--- config.mk ---
export PLATFORM = sky130hd
export DESIGN_NAME = imem_boot_loader
export DESIGN_NICKNAME = d
export VERILOG_FILES = /design/src/rtl/imem_boot_loader.sv
export SDC_FILE = /design/constraint.sdc
export NUM_CORES = 1
export LEC_CHECK = 0
export ABC_AREA = 1
export BUFFER_PORTS_ARGS = -buffer_cell sky130_fd_sc_hd__buf_2
export CORE_UTILIZATION = 43
export CTS_CLUSTER_DIAMETER = 60
export DETAILED_ROUTE_END_ITERATION = 10
export PLACE_DENSITY = 0.89
export RECOVER_POWER = 25
export SLEW_MARGIN = 25
export SYNTH_ARGS = -nofsm -noshare
export SYNTH_HDL_FRONTEND = slang
export SYNTH_SLANG_ARGS = --single-unit
--- constraint.sdc ---
create_clock -name clk -period 2.1 [get_ports clk]
set_input_delay 0.42 -clock clk [delete_from_list [all_inputs] [get_ports clk]]
set_output_delay 0.42 -clock clk [all_outputs]
set_load 0.005 [all_outputs]
--- src/rtl/imem_boot_loader.sv ---
// Streams a program image into instruction memory while holding the core in stall.
// Define IMEM_LOAD_CHECKSUM_EN to require a trailing 32-bit sum word before release.
module imem_boot_loader #(
    parameter int DEPTH = 128,
    parameter int AW    = 7
) (
    input  logic          clk,
    input  logic          rst_n,
    input  logic          start,
    input  logic [7:0]    load_count,
    input  logic          in_valid,
    input  logic [31:0]   in_data,
    output logic          in_ready,
    output logic          mem_we,
    output logic [AW-1:0] mem_waddr,
    output logic [31:0]   mem_wdata,
    output logic          cpu_hold,
    output logic          done,
    output logic          error,
    output logic [2:0]    dbg_state_o
);

    localparam logic [2:0] IDLE = 3'd0;
    localparam logic [2:0] LOAD = 3'd1;
`ifdef IMEM_LOAD_CHECKSUM_EN
    localparam logic [2:0] CHECK = 3'd2;
`endif
    localparam logic [2:0] DONE = 3'd3;
    localparam logic [2:0] ERR  = 3'd4;

    localparam logic [8:0] DEPTH_W = 9'(DEPTH);

    // Handshake: a word moves when in_valid and in_ready are both high in the
    // same cycle; in_valid while in_ready is low is simply ignored.
    logic [2:0] state_q, state_d;
    logic [7:0] wcnt_q, wcnt_d;
    logic [7:0] count_q, count_d;
    logic       xfer;
`ifdef IMEM_LOAD_CHECKSUM_EN
    logic [31:0] sum_q, sum_d;
`endif

`ifdef IMEM_LOAD_CHECKSUM_EN
    assign in_ready = (state_q == LOAD) || (state_q == CHECK);
`else
    assign in_ready = (state_q == LOAD);
`endif
    assign xfer        = in_valid & in_ready;
    assign mem_we      = (state_q == LOAD) & xfer;
    assign mem_waddr   = wcnt_q[AW-1:0];
    assign mem_wdata   = in_data;
    assign cpu_hold    = (state_q != DONE);
    assign done        = (state_q == DONE);
    assign error       = (state_q == ERR);
    assign dbg_state_o = state_q;

    always_comb begin
        state_d = state_q;
        wcnt_d  = wcnt_q;
        count_d = count_q;
`ifdef IMEM_LOAD_CHECKSUM_EN
        sum_d   = sum_q;
`endif
        case (state_q)
            IDLE, DONE, ERR: begin
                if (start) begin
                    if (load_count == 8'd0 || {1'b0, load_count} > DEPTH_W) begin
                        state_d = ERR;
                    end else begin
                        state_d = LOAD;
                        count_d = load_count;
                        wcnt_d  = 8'd0;
`ifdef IMEM_LOAD_CHECKSUM_EN
                        sum_d   = 32'd0;
`endif
                    end
                end
            end
            LOAD: begin
                if (xfer) begin
                    wcnt_d = wcnt_q + 8'd1;
`ifdef IMEM_LOAD_CHECKSUM_EN
                    sum_d  = sum_q + in_data;
                    if (wcnt_q + 8'd1 == count_q) state_d = CHECK;
`else
                    if (wcnt_q + 8'd1 == count_q) state_d = DONE;
`endif
                end
            end
`ifdef IMEM_LOAD_CHECKSUM_EN
            CHECK: begin
                // The trailer is consumed here but never reaches the memory port.
                if (xfer) state_d = (in_data == sum_q) ? DONE : ERR;
            end
`endif
            default: state_d = IDLE;
        endcase
    end

    always_ff @(posedge clk or negedge rst_n) begin
        if (!rst_n) begin
            state_q <= IDLE;
            wcnt_q  <= 8'd0;
            count_q <= 8'd0;
`ifdef IMEM_LOAD_CHECKSUM_EN
            sum_q   <= 32'd0;
`endif
        end else begin
            state_q <= state_d;
            wcnt_q  <= wcnt_d;
            count_q <= count_d;
`ifdef IMEM_LOAD_CHECKSUM_EN
            sum_q   <= sum_d;
`endif
        end
    end

endmodule
=== Word-level counts from Yosys, hierarchy flattened ===
Cells that the tools add are included.

* Add/sub/neg operators: 1
* $mul: 0
* Div/mod/pow operators: 0
* Order comparisons: 1
* Equal/unequal tests: 9
* Shifts and indexed selects: 0
* Mux-type cells: 9
* Bitwise operators: 3
* Reductions and logical operators: 8

{| class="wikitable"
|+ Operators by type and width
! cell !! number
|-
| 2-to-1 mux 8 bit || 3
|-
| case mux 8 bit (2 select lines) || 1
|-
| 2-to-1 mux 3 bit || 4
|-
| adder 8 x 1 -> 8 bit, second input constant || 1
|-
| == test 8 bit || 1
|-
| > comparator 8 bit, second input constant || 1
|-
| zero test 8 bit || 1
|-
| case mux 3 bit (2 select lines) || 1
|-
| AND reduction 3 bit || 2
|-
| != test 2 x 1 -> 1 bit, second input constant || 2
|-
| != test 2 bit, second input constant || 2
|-
| AND reduction 4 bit || 1
|-
| == test 3 x 1 -> 1 bit, second input constant || 1
|-
| == test 3 x 2 -> 1 bit, second input constant || 1
|-
| == test 3 bit, second input constant || 1
|-
| zero test 3 bit || 1
|-
| != test 3 x 2 -> 1 bit, second input constant || 1
|-
| OR reduction 3 bit || 1
|-
| bitwise AND 1 bit || 2
|-
| nonzero test 2 bit || 1
|-
| logical OR 1 bit || 1
|-
| NOT 1 bit || 1
|}

* Register bits after elaboration: 19
* Bits in latches: 0
* RAM bits: 0
* Memory bits (read-only): 0
* Input port bits: 44
* Output and inout port bits: 47
* Memories kept: 0

=== Logic depth before layout (Yosys ltp) ===
Gate-level depths: netlist of the first run.

* Depth after elaboration: 5
* Mapped depth: 14
* Gate-level depth less buffers: 14

=== Least setup slack after synthesis of the first run ===
No wires, ideal clock.

* Path kind: reg-to-reg
* Start point: register wcnt_q[0]
* End point: register state_q[2] (netlist: dbg_state_o[2])
* Arrival time: 1.473 ns
* Data required time: 1.983 ns
* Path slack: 0.510 ns
* Stages on the path, launching flop included: 12
* Buffers on the path: 0
* Cell sequence: dfrtp_1 > ha_1 > xnor2_1 > nand2_1 > nor2_1 > nand2_1 > nor2_1 > nand3_2 > nand2_2 > nand2_2 > nand2_1 > nand2_1

* Word-level cells in the longest chain between the ends: 4

{| class="wikitable"
|+ Ends and longest elaborated chain
! item !! line !! text
|-
| start: declaration || 36 || <nowiki>logic [7:0] wcnt_q, wcnt_d;</nowiki>
|-
| start signal: assignment || 110 || <nowiki>wcnt_q <= wcnt_d;</nowiki>
|-
| adder 8 x 1 -> 8 bit || 86 || <nowiki>if (wcnt_q + 8'd1 == count_q) state_d = DONE;</nowiki>
|-
| == test 8 bit || 86 ||
|-
| != test 2 x 1 -> 1 bit (no source line) || -- ||
|-
| AND reduction 3 bit (no source line) || -- ||
|-
| end signal: assignment || 109 || <nowiki>state_q <= state_d;</nowiki>
|-
| end: declaration || 35 || <nowiki>logic [2:0] state_q, state_d;</nowiki>
|}

Every way passes these cells.
A chain may end at the register's enable or synchronous reset.

=== Worst setup path after layout of the first run ===
* Start point: register state_q[2] (netlist: dbg_state_o[2])
* End point: output mem_we

* Word-level cells in the longest chain between the ends: 3

{| class="wikitable"
|+ Ends and longest elaborated chain
! item !! line !! text
|-
| == test 3 x 1 -> 1 bit * || 46, 49 ||
|-
| bitwise AND 1 bit || 48 || <nowiki>assign xfer = in_valid & in_ready;</nowiki>
|-
| bitwise AND 1 bit * || 49 || <nowiki>assign mem_we = (state_q == LOAD) & xfer;</nowiki>
|-
| end: declaration || 14 || <nowiki>output logic mem_we,</nowiki>
|}

Every way passes the cells marked *; elsewhere a longest branch is shown, timed or not.

==> key figures, run 1 <==
Logic synthesis
  • Synth Area in Simple Gates: between 30 and 40%
  • Mean post-synth cell area: 7.43 sq um
  • Fraction of the mapped netlist area in compound gates: about 8.0%
  • Post-synth cell types: 27
  • Yosys warns: 0
  • Adder-cell share of the synthesized area: less than 1%
  • Mux cell area share after synthesis: 0%
  • Synth top area share: a little under a third
  • Area contributors post-synth: dfrtp_1, buf_4, nand2_1
  • Post-Synthesis Cell Area: 1520 sq um
  • Post-Synth XOR/XNOR Area: under 10%
  • Largest family of logic cells by synthesized area: simple AND/OR/NAND/NOR gates
  • Leading area contributor after synthesis: dfrtp_1
  • Syn nets: 249
  • Seq cells post-synth: 19
  • Sequential-to-total area share from yosys stat: around a third
  • Post-synthesis cell count: approximately 200

Cells and area
  • Area grow syn2layout: -5.53%
  • Most frequent cells in the layout: nand2_1, buf_2, inv_1
  • Commonest non-fill, non-tap cell in the layout: nand2_1
  • Fill cells: between 300 and 400
  • Design Area, Final: roughly 1400 sq um
  • Layout Nets: roughly 240
  • Ant. Diodes: 0
  • Layout cells sized above 1: between 20% and 30%
  • Multi-input gate area in the final layout: ~640 sq um
  • FF+latch area: ~480 sq um

Clocking
  • Clock-pin slew on the worst setup and hold paths: around 0.11 ns
  • Hold_buf cts: 0
  • Clock latency at the later pin of the worst-skew pair: ~0.3 ns
  • CTS tree: done
  • TritonCTS Buffers: 3
  • CTS H-Tree Depth: 1
  • Clk sinks: 19
  • Postcts setup bufs: 0
  • CTS resizes: 0
  • CTS root buf: clkbuf_4
  • Longest Clk Path Bufs: 2

Pwr
  • Switch share: 42.7%
  • Power Density: 991 nW/um^2
  • Clock power share: between 10 and 15%
  • Sw power: between 0.6 and 0.7 mW
  • Logic gate share of total power: roughly 44%
  • Sequential share of power: between 40% and 50%
  • VDD IR max: 0.459 mV
  • Int Power: slightly above 0.8 mW
  • Pleak: approximately 0.74 nW

Floorplanning
  • Core area: approximately 3400 sq um
  • Full die area: 3770 sq um
  • Initial Utilization: roughly 45%
  • Die height: just over 60 um
  • Die X-Extent: between 60 and 70 um
  • FP Rows: 21
  • Number of I/O pins: 91

GRT
  • GR Util All Layers: between 10% and 20%
  • Total grt overflow: 0
  • Initial antenna violation count: 0
  • Largest net degree at the start of global routing: 20
  • First-pass GRT wire length: about 4500 um
  • Vias in the first global route: 1,016

Critical path
  • Worst Path Class, Setup: reg2out
  • Delay-heaviest family, CP: flip-flops
  • Arrival time worst endpoint: approximately 1.5 ns
  • Worst path slowest cell: dfrtp_1
  • Reg2reg setup slack: approximately 0.38 ns
  • CP Launch Type: register
  • Reg-to-reg endpoint: dbg_state_o[0]$_DFFE_PN0P_
  • Worst Setup End Kind: output pin
  • WP data required: roughly 1.7 ns
  • Buf/Inv on CP: 2
  • Max incr delay on CP: 0.45 ns
  • Reg2Reg Depth: 11
  • Crit-path cells: nor3_2 > nand2_1 > inv_2 > buf_2
  • Beginning of the worst register-to-register path: wcnt_q[0]$_DFFE_PN0P_
  • Crit-path max FO: 6

STA
  • Worst Tran Pin Value: approximately 1.0 ns
  • Finish-stage setup viols: 0
  • Final Hold Viols: 0
  • Final setup TNS: 0 ns
  • Crit share post-route: between 80% and 90%
  • RSZ-0062 raised after global routing: no
  • Slew margin rel.: a little under a third
  • Fmax: 532 MHz
  • Clock Skews: roughly 0.0064 ns
  • Tmin final: 1.88 ns
  • Final Max Slew Viols: 0

Routing
  • DR pass1 iterations: 4
  • Post-route DRC: 0
  • Routed len/inst: ~11 um
  • DR iter-0 viols: between 60 and 70
  • Via-to-Cell Ratio: around 4.9
  • Final WL: approximately 2800 um
  • Vias: about 1,200
  • Final ANT Viol Nets: 0

Placed design
  • GP Congestion: 0.861
  • HPWL Detailed: 2130 um
  • IO buf count: 26
  • Dpl cell area: ~1400 sq um

Hold path
  • Hold Path Class: in2async

Run
  • Max_cap viols: 0

Run status
  • Run status: complete, no violations
-- layout make-up --
class / count / share of cell area (%)
Tap cell: 46 / 4.02
Multi-Input combinational cell: 120 / 44.9
Clock buffer: 4 / 1.83
Inverter: 25 / 6.55
Timing Repair Buffer: 27 / 9.52
Sequential cell: 19 / 33.2
-- power by group through the flow --
stage	clock network [mW]	registers, mW	logic, mW
global placement	0	0.602	0.612
global route	0.211	0.618	0.714
floorplan	0	0.579	0.547
finish	0.192	0.599	0.629
CTS	0.199	0.600	0.632
detailed placement	0	0.608	0.628
-- worst reg2reg max path, stage by stage, from the launching register on --
cell and delay, ns:
dfrtp_1 0.46, ha_1 0.35, xnor2_1 0.16, nand2_1 0.07, nor2_1 0.09, nand2_1 0.06
nor2_1 0.11, nand3_2 0.09, nand2_2 0.08, nand2_2 0.05, nand2_1 0.06, nand2_1 0.05
-- flip-flops by register name, summed over array words and instances, names as in the netlist --
register,flops
wcnt_q,8
dbg_state_o,3
count_q,8
-- layer usage --
| metal | GRT usage (%) | share of wire [%] | up-vias |
|---|---|---|---|
| met5 | 0 | 0 | - |
| met4 | 8.89 | 2.6 | 0 |
| met3 | 1.68 | 7.2 | 9 |
| met2 | 23.8 | 44 | 46 |
| met1 | 24.0 | 46 | 532 |
| li1 | - | - | 595 |
-- logic make-up after synthesis --
group / after synthesis
compound gates: 20
xor+xnor: 2
fa+ha+maj: 1
buf+inv: 65
flops: 19
simple gates: 97
-- cells in the mapped netlist --
cell and count:
a21oi_1 2, a21oi_2 4, and2_1 1, buf_4 39, buf_6 1, dfrtp_1 19
ha_1 1, inv_1 22, inv_2 3, nand2_1 44, nand2_2 5, nand3_1 18
nand3_2 5, nand3_4 1, nand4_1 1, nor2_1 11, nor2_2 7, nor2_4 1
nor3_2 1, nor4_1 1, nor4_2 1, o21ai_0 4, o21ai_1 6, o21bai_1 1
o22ai_1 3, xnor2_1 1, xor2_1 1
-- how the worst max path moves through the flow --
stage                                from                          to  slack, ns  cells after the start
2_1_floorplan       wcnt_q[0]$_DFFE_PN0P_  dbg_state_o[2]$_DFFE_PN0P_       0.51                     11
3_3_place_gp                load_count[1]       wcnt_q[7]$_DFFE_PN0P_       0.39                      6
3_5_place_dp                load_count[1]       wcnt_q[0]$_DFFE_PN0P_       0.31                      6
4_1_cts        dbg_state_o[2]$_DFFE_PN0P_                      mem_we       0.24                      4
5_1_grt        dbg_state_o[0]$_DFFE_PN0P_                      mem_we       0.10                      5
6_report       dbg_state_o[2]$_DFFE_PN0P_                      mem_we       0.22                      4
-- metrics by stage --
step | instances | worst slack [ns] | total power, mW | util [%] | hold WS (ns)
floorplan | 204 | 0.510 | 1.13 | - | 0.124
global placement | 237 | 0.388 | 1.21 | 41.9 | 0.377
detailed placement | 237 | 0.310 | 1.24 | 41.9 | 0.382
CTS | 241 | 0.237 | 1.43 | 42.6 | 0.0399
global route | 241 | 0.103 | 1.54 | 42.6 | 0.349
finish | 241 | 0.220 | 1.42 | 42.6 | 0.257
Power figures use the tool's default switching activity.
==> run 2: changes to the inputs <==
PLACE_DENSITY = default   (was 0.89)
PLACE_DENSITY_LB_ADDON = 0.15   (was default)
==> key figures, run 2 (synthesis results as in run 1) <==
Routing
  • Vias: roughly 1,200
  • Final ANT Viol Nets: 0
  • Routed len/inst: roughly 13 um
  • Via-to-Cell Ratio: just under 5
  • DR iter-0 viols: 58
  • Final WL: slightly above 3000 um
  • DR pass1 iterations: 4
  • Post-route DRC: 0

Clocking
  • CTS resizes: 0
  • Postcts setup bufs: 0
  • Clock latency at the later pin of the worst-skew pair: approximately 0.3 ns
  • CTS root buf: clkbuf_4
  • Clock-pin slew on the worst setup and hold paths: roughly 0.11 ns
  • CTS tree: done
  • Longest Clk Path Bufs: 2
  • TritonCTS Buffers: 3
  • Clk sinks: 19
  • CTS H-Tree Depth: 1
  • Hold_buf cts: 0

STA
  • Worst Tran Pin Value: between 1 and 1.5 ns
  • Finish-stage setup viols: 0
  • Fmax: 557 MHz
  • Final setup TNS: 0 ns
  • Slew margin rel.: around 27%
  • Crit share post-route: 85.4%
  • Clock Skews: ~0.0021 ns
  • RSZ-0062 raised after global routing: no
  • Hold slack: 0.286 ns
  • Final Max Slew Viols: 0
  • Final Hold Viols: 0
  • Tmin final: around 1.8 ns

Placed design
  • IO buf count: 26
  • GP Congestion: slightly below 0.8
  • HPWL Detailed: 2450 um
  • Cells after DPL: 238

Critical path
  • Crit-path cells: nor3_2 > nand2_1 > inv_2 > buf_2
  • Reg2Reg Depth: 12
  • Beginning of the worst register-to-register path: wcnt_q[1]$_DFFE_PN0P_
  • Crit-path max FO: 6
  • WP data required: roughly 1.7 ns
  • Buf/Inv on CP: 2
  • Worst Path Class, Setup: reg2out
  • Reg2reg setup slack: 0.37 ns
  • Delay-heaviest family, CP: flip-flops
  • Worst path slowest cell: dfrtp_1
  • Reg-to-reg endpoint: dbg_state_o[2]$_DFFE_PN0P_
  • Worst Setup End Kind: output pin
  • CP Launch Type: register
  • Arrival time worst endpoint: about 1.4 ns
  • Max incr delay on CP: around 0.46 ns

Cells and area
  • Layout cells sized above 1: slightly below 30%
  • Commonest non-fill, non-tap cell in the layout: nand2_1
  • Area grow syn2layout: -5.03%
  • Ant. Diodes: 0
  • Fill cells: 382
  • Layout Cells excl Fill: 242
  • Most frequent cells in the layout: nand2_1, buf_2, inv_1
  • Layout Nets: around 240

Floorplanning
  • Full die area: between 3000 and 4000 sq um
  • FP Rows: 21
  • Initial Utilization: 45.1%
  • Die X-Extent: slightly above 60 um
  • Number of I/O pins: between 90 and 100
  • Core area: around 3400 sq um
  • Die height: just over 60 um

Pwr
  • Power Density: ~990 nW/um^2
  • Sw power: about 0.61 mW
  • Int Power: between 0.8 and 0.9 mW
  • VDD IR max: approximately 0.34 mV
  • Switch share: a little over two fifths
  • Clock power share: a little over an eighth
  • Pleak: around 0.74 nW
  • Logic gate share of total power: 44.6%
  • Sequential share of power: 41.8%

GRT
  • Total grt overflow: 0
  • First-pass GRT wire length: around 5100 um
  • Largest net degree at the start of global routing: 20
  • Initial antenna violation count: 0
  • Vias in the first global route: roughly 1,100
  • GR Util All Layers: a little under a fifth

Run status
  • Run status: complete, no violations

Hold path
  • Hold Path Class: in2async

Run
  • Max_cap viols: 0
## run 2: changes by cell type in the layout (fill, tap and decap cells not counted)
cell,delta
buf_4,+1
## run 2: worst reg2reg max path, delay by kind of cell, from the launching register on
family | cells | cell delay, ns
adder cells (fa/ha/maj) | 1 | 0.25
AND/OR/NAND/NOR | 11 | 0.95
flip-flops | 1 | 0.44
## run 2: per-layer routing
metal  up-vias  track usage (%)  part of all wire [%]
li1        594                -                     -
met1       510             25.8                    47
met2        45             26.9                    41
met3        29             2.52                   6.5
met4         0             13.3                   5.5
met5         -                0                     0
## run 2: power by group through the flow
stage	sequential, mW	combinational (mW)	clock, mW
3_5_place_dp	0.606	0.641	0
3_3_place_gp	0.603	0.639	0
5_1_grt	0.619	0.741	0.217
4_1_cts	0.598	0.643	0.202
2_1_floorplan	0.579	0.547	0
6_report	0.597	0.636	0.194
## run 2: how the worst max path moves through the flow
stage | from | end | slack [ns] | depth (start not counted)
after floorplan | wcnt_q[0]$_DFFE_PN0P_ | dbg_state_o[2]$_DFFE_PN0P_ | 0.51 | 11
after global placement | load_count[1] | wcnt_q[7]$_DFFE_PN0P_ | 0.27 | 6
after detailed placement | load_count[1] | wcnt_q[0]$_DFFE_PN0P_ | 0.22 | 6
after CTS | dbg_state_o[2]$_DFFE_PN0P_ | mem_we | 0.29 | 4
after global routing | wcnt_q[1]$_DFFE_PN0P_ | dbg_state_o[2]$_DFFE_PN0P_ | 0.13 | 12
final | dbg_state_o[2]$_DFFE_PN0P_ | mem_we | 0.31 | 4
## run 2: final cells by class
type | count | area [sq um] | area share, %
tap | 46 | 57.6 | 4.00
multi-input combinational | 120 | 643 | 44.7
sequential | 19 | 475 | 33.0
clock buffer | 4 | 26.3 | 1.82
timing repair buffer | 28 | 144 | 9.99
inverter | 25 | 93.8 | 6.52
## run 2: through the flow
step                area, sq um  setup WS (ns)  power, mW  utilization (%)
global placement           1420          0.275       1.24             42.1
floorplan                  1520          0.510       1.13                -
detailed placement         1420          0.221       1.25             42.1
global route               1440          0.126       1.58             42.8
CTS                        1440          0.291       1.44             42.9
finish                     1440          0.306       1.43             42.8
==> run 3: changes to the inputs <==
clock period = 1.7 ns   (was 2.1 ns; I/O delays follow)
==> key figures, run 3 (synthesis results as in run 1) <==
STA
  • Fmax: between 600 and 700 MHz
  • Final Max Slew Viols: 0
  • Crit share post-route: 96.4%
  • Finish-stage setup viols: 0
  • Worst Tran Pin Value: 0.447 ns
  • RSZ-0062 raised after global routing: yes
  • Tmin final: 1.64 ns
  • Final setup TNS: 0 ns
  • Final Hold Viols: 0
  • Slew margin rel.: a little over two thirds
  • Clock Skews: 0.00844 ns

Cells and area
  • Area grow syn2layout: 6.35%
  • Layout Cells excl Fill: 250
  • Most frequent cells in the layout: nand2_1, buf_2, inv_1
  • Layout cells sized above 1: between 40 and 50%
  • Fill cells: 369
  • Ant. Diodes: 0
  • Layout Nets: 250
  • Commonest non-fill, non-tap cell in the layout: nand2_1

Routing
  • DR iter-0 viols: 22
  • Final WL: ~3300 um
  • Post-route DRC: 0
  • Routed len/inst: approximately 13 um
  • DR pass1 iterations: 4
  • Final ANT Viol Nets: 0
  • Vias: 1,235
  • Via-to-Cell Ratio: about 5

GRT
  • First-pass GRT wire length: 5060 um
  • Total grt overflow: 0
  • Initial antenna violation count: 0
  • Largest net degree at the start of global routing: 20
  • GR Util All Layers: between 10% and 20%
  • Vias in the first global route: between 1,000 and 1,500

Critical path
  • Crit-path cells: buf_6 > nor3_4 > nand2_2 > inv_2 > buf_2
  • Max incr delay on CP: 0.42 ns
  • Worst Setup End Kind: output pin
  • WP data required: ~1.4 ns
  • Worst path slowest cell: dfrtp_1
  • CP Launch Type: register
  • Crit-path max FO: 5
  • Worst Path Class, Setup: reg2out
  • Arrival time worst endpoint: 1.30 ns

Clocking
  • CTS H-Tree Depth: 1
  • TritonCTS Buffers: 3
  • CTS root buf: clkbuf_4
  • CTS tree: done
  • Longest Clk Path Bufs: 2
  • Clock-pin slew on the worst setup and hold paths: ~0.12 ns
  • Clk sinks: 19
  • Clock latency at the later pin of the worst-skew pair: about 0.31 ns

Floorplanning
  • FP Rows: 21
  • Die X-Extent: ~60 um
  • Initial Utilization: 45.1%
  • Core area: about 3400 sq um
  • Number of I/O pins: between 90 and 100
  • Full die area: around 3800 sq um
  • Die height: 61.4 um

Hold path
  • Hold Path Class: in2reg

Placed design
  • IO buf count: 26
  • Cells after DPL: 243
  • HPWL Detailed: 2450 um
  • GP Congestion: roughly 0.77

Pwr
  • VDD IR max: 0.667 mV
  • Power Density: between 1000 and 1500 nW/um^2
  • Pleak: slightly above 0.8 nW

Run status
  • Run status: complete, no violations

Run
  • Max_cap viols: 0
run 3: changes by cell type in the layout (fill, tap and decap cells not counted), moves of 4 or more:
| cell | before | now |
|---|---|---|
| dfrtp_1 | 19 | 15 |
| nand2_2 | 5 | 9 |
| nand3_1 | 18 | 14 |
| dfrtp_2 | 0 | 4 |
| buf_4 | 2 | 6 |
| nand2_1 | 44 | 38 |
run 3: final cells by class:
cell class              count  area [sq um]  area share, %
multi-input cells         120           734           45.5
flip-flops and latches     19           480           29.8
repair buffers             36           219           13.6
inverters                  25          93.8           5.82
well taps                  46          57.6           3.57
clock buffers               3          22.5           1.40
clock inverters             1          5.00          0.310
run 3: report_power, final:
group | leakage [nW] | internal, mW | switching [mW]
registers | 0.235 | 0.596 | 0.142
clock network | 0.0177 | 0.0879 | 0.155
logic | 0.551 | 0.494 | 0.567
run 3: metrics by stage:
stage / utilization [%] / power, mW / worst slack (ns) / area [sq um] / hold WS (ns)
6_report: 48.0 / 2.04 / 0.0620 / 1610 / 0.270
5_1_grt: 48.0 / 2.21 / -0.0492 / 1610 / 0.282
4_1_cts: 44.8 / 1.89 / 0.0311 / 1510 / 0.265
3_5_place_dp: 43.2 / 1.60 / -0.0780 / 1450 / 0.319
3_3_place_gp: 43.2 / 1.59 / -0.0384 / 1450 / 0.319
2_1_floorplan: - / 1.39 / 0.110 / 1520 / 0.0444
run 3: worst paths after layout:
check,end,startpoint,slack [ns],depth (start not counted)
worst max-delay path,mem_we,dbg_state_o[2]$_DFFE_PN0P_,0.06,5
worst min-delay path,count_q[0]$_DFFE_PN0P_,load_count[0],0.27,3
worst max register to register,dbg_state_o[2]$_DFFE_PN0P_,wcnt_q[1]$_DFFE_PN0P_,0.09,12
worst min register to register,count_q[0]$_DFFE_PN0P_,count_q[0]$_DFFE_PN0P_,0.55,2
max in group asynchronous,dbg_state_o[1]$_DFFE_PN0P_,rst_n,0.87,2
min in group asynchronous,wcnt_q[5]$_DFFE_PN0P_,rst_n,0.49,2
run 3: critical path, delay by kind of cell, from the launching register on:
family	cells	cell delay, ns
flops	1	0.42
buf+inv	3	0.31
simple gates	2	0.27
run 3: per-layer routing:
layer | wire, um | vias to the layer above | global-route usage (%)
met2 | 1430 | 41 | 28.1
met1 | 1500 | 554 | 24.0
met4 | 161 | 0 | 14.0
met5 | 0 | - | 0
met3 | 183 | 28 | 2.52
li1 | - | 612 | -
run 3: repair_timing:
action	in CTS	in global routing
hold endpoints to repair	19	0
buffers inserted	1	1
gates resized for setup	2	29
setup endpoints to repair	1	8
hold buffers	1	0
pin swaps	1	4
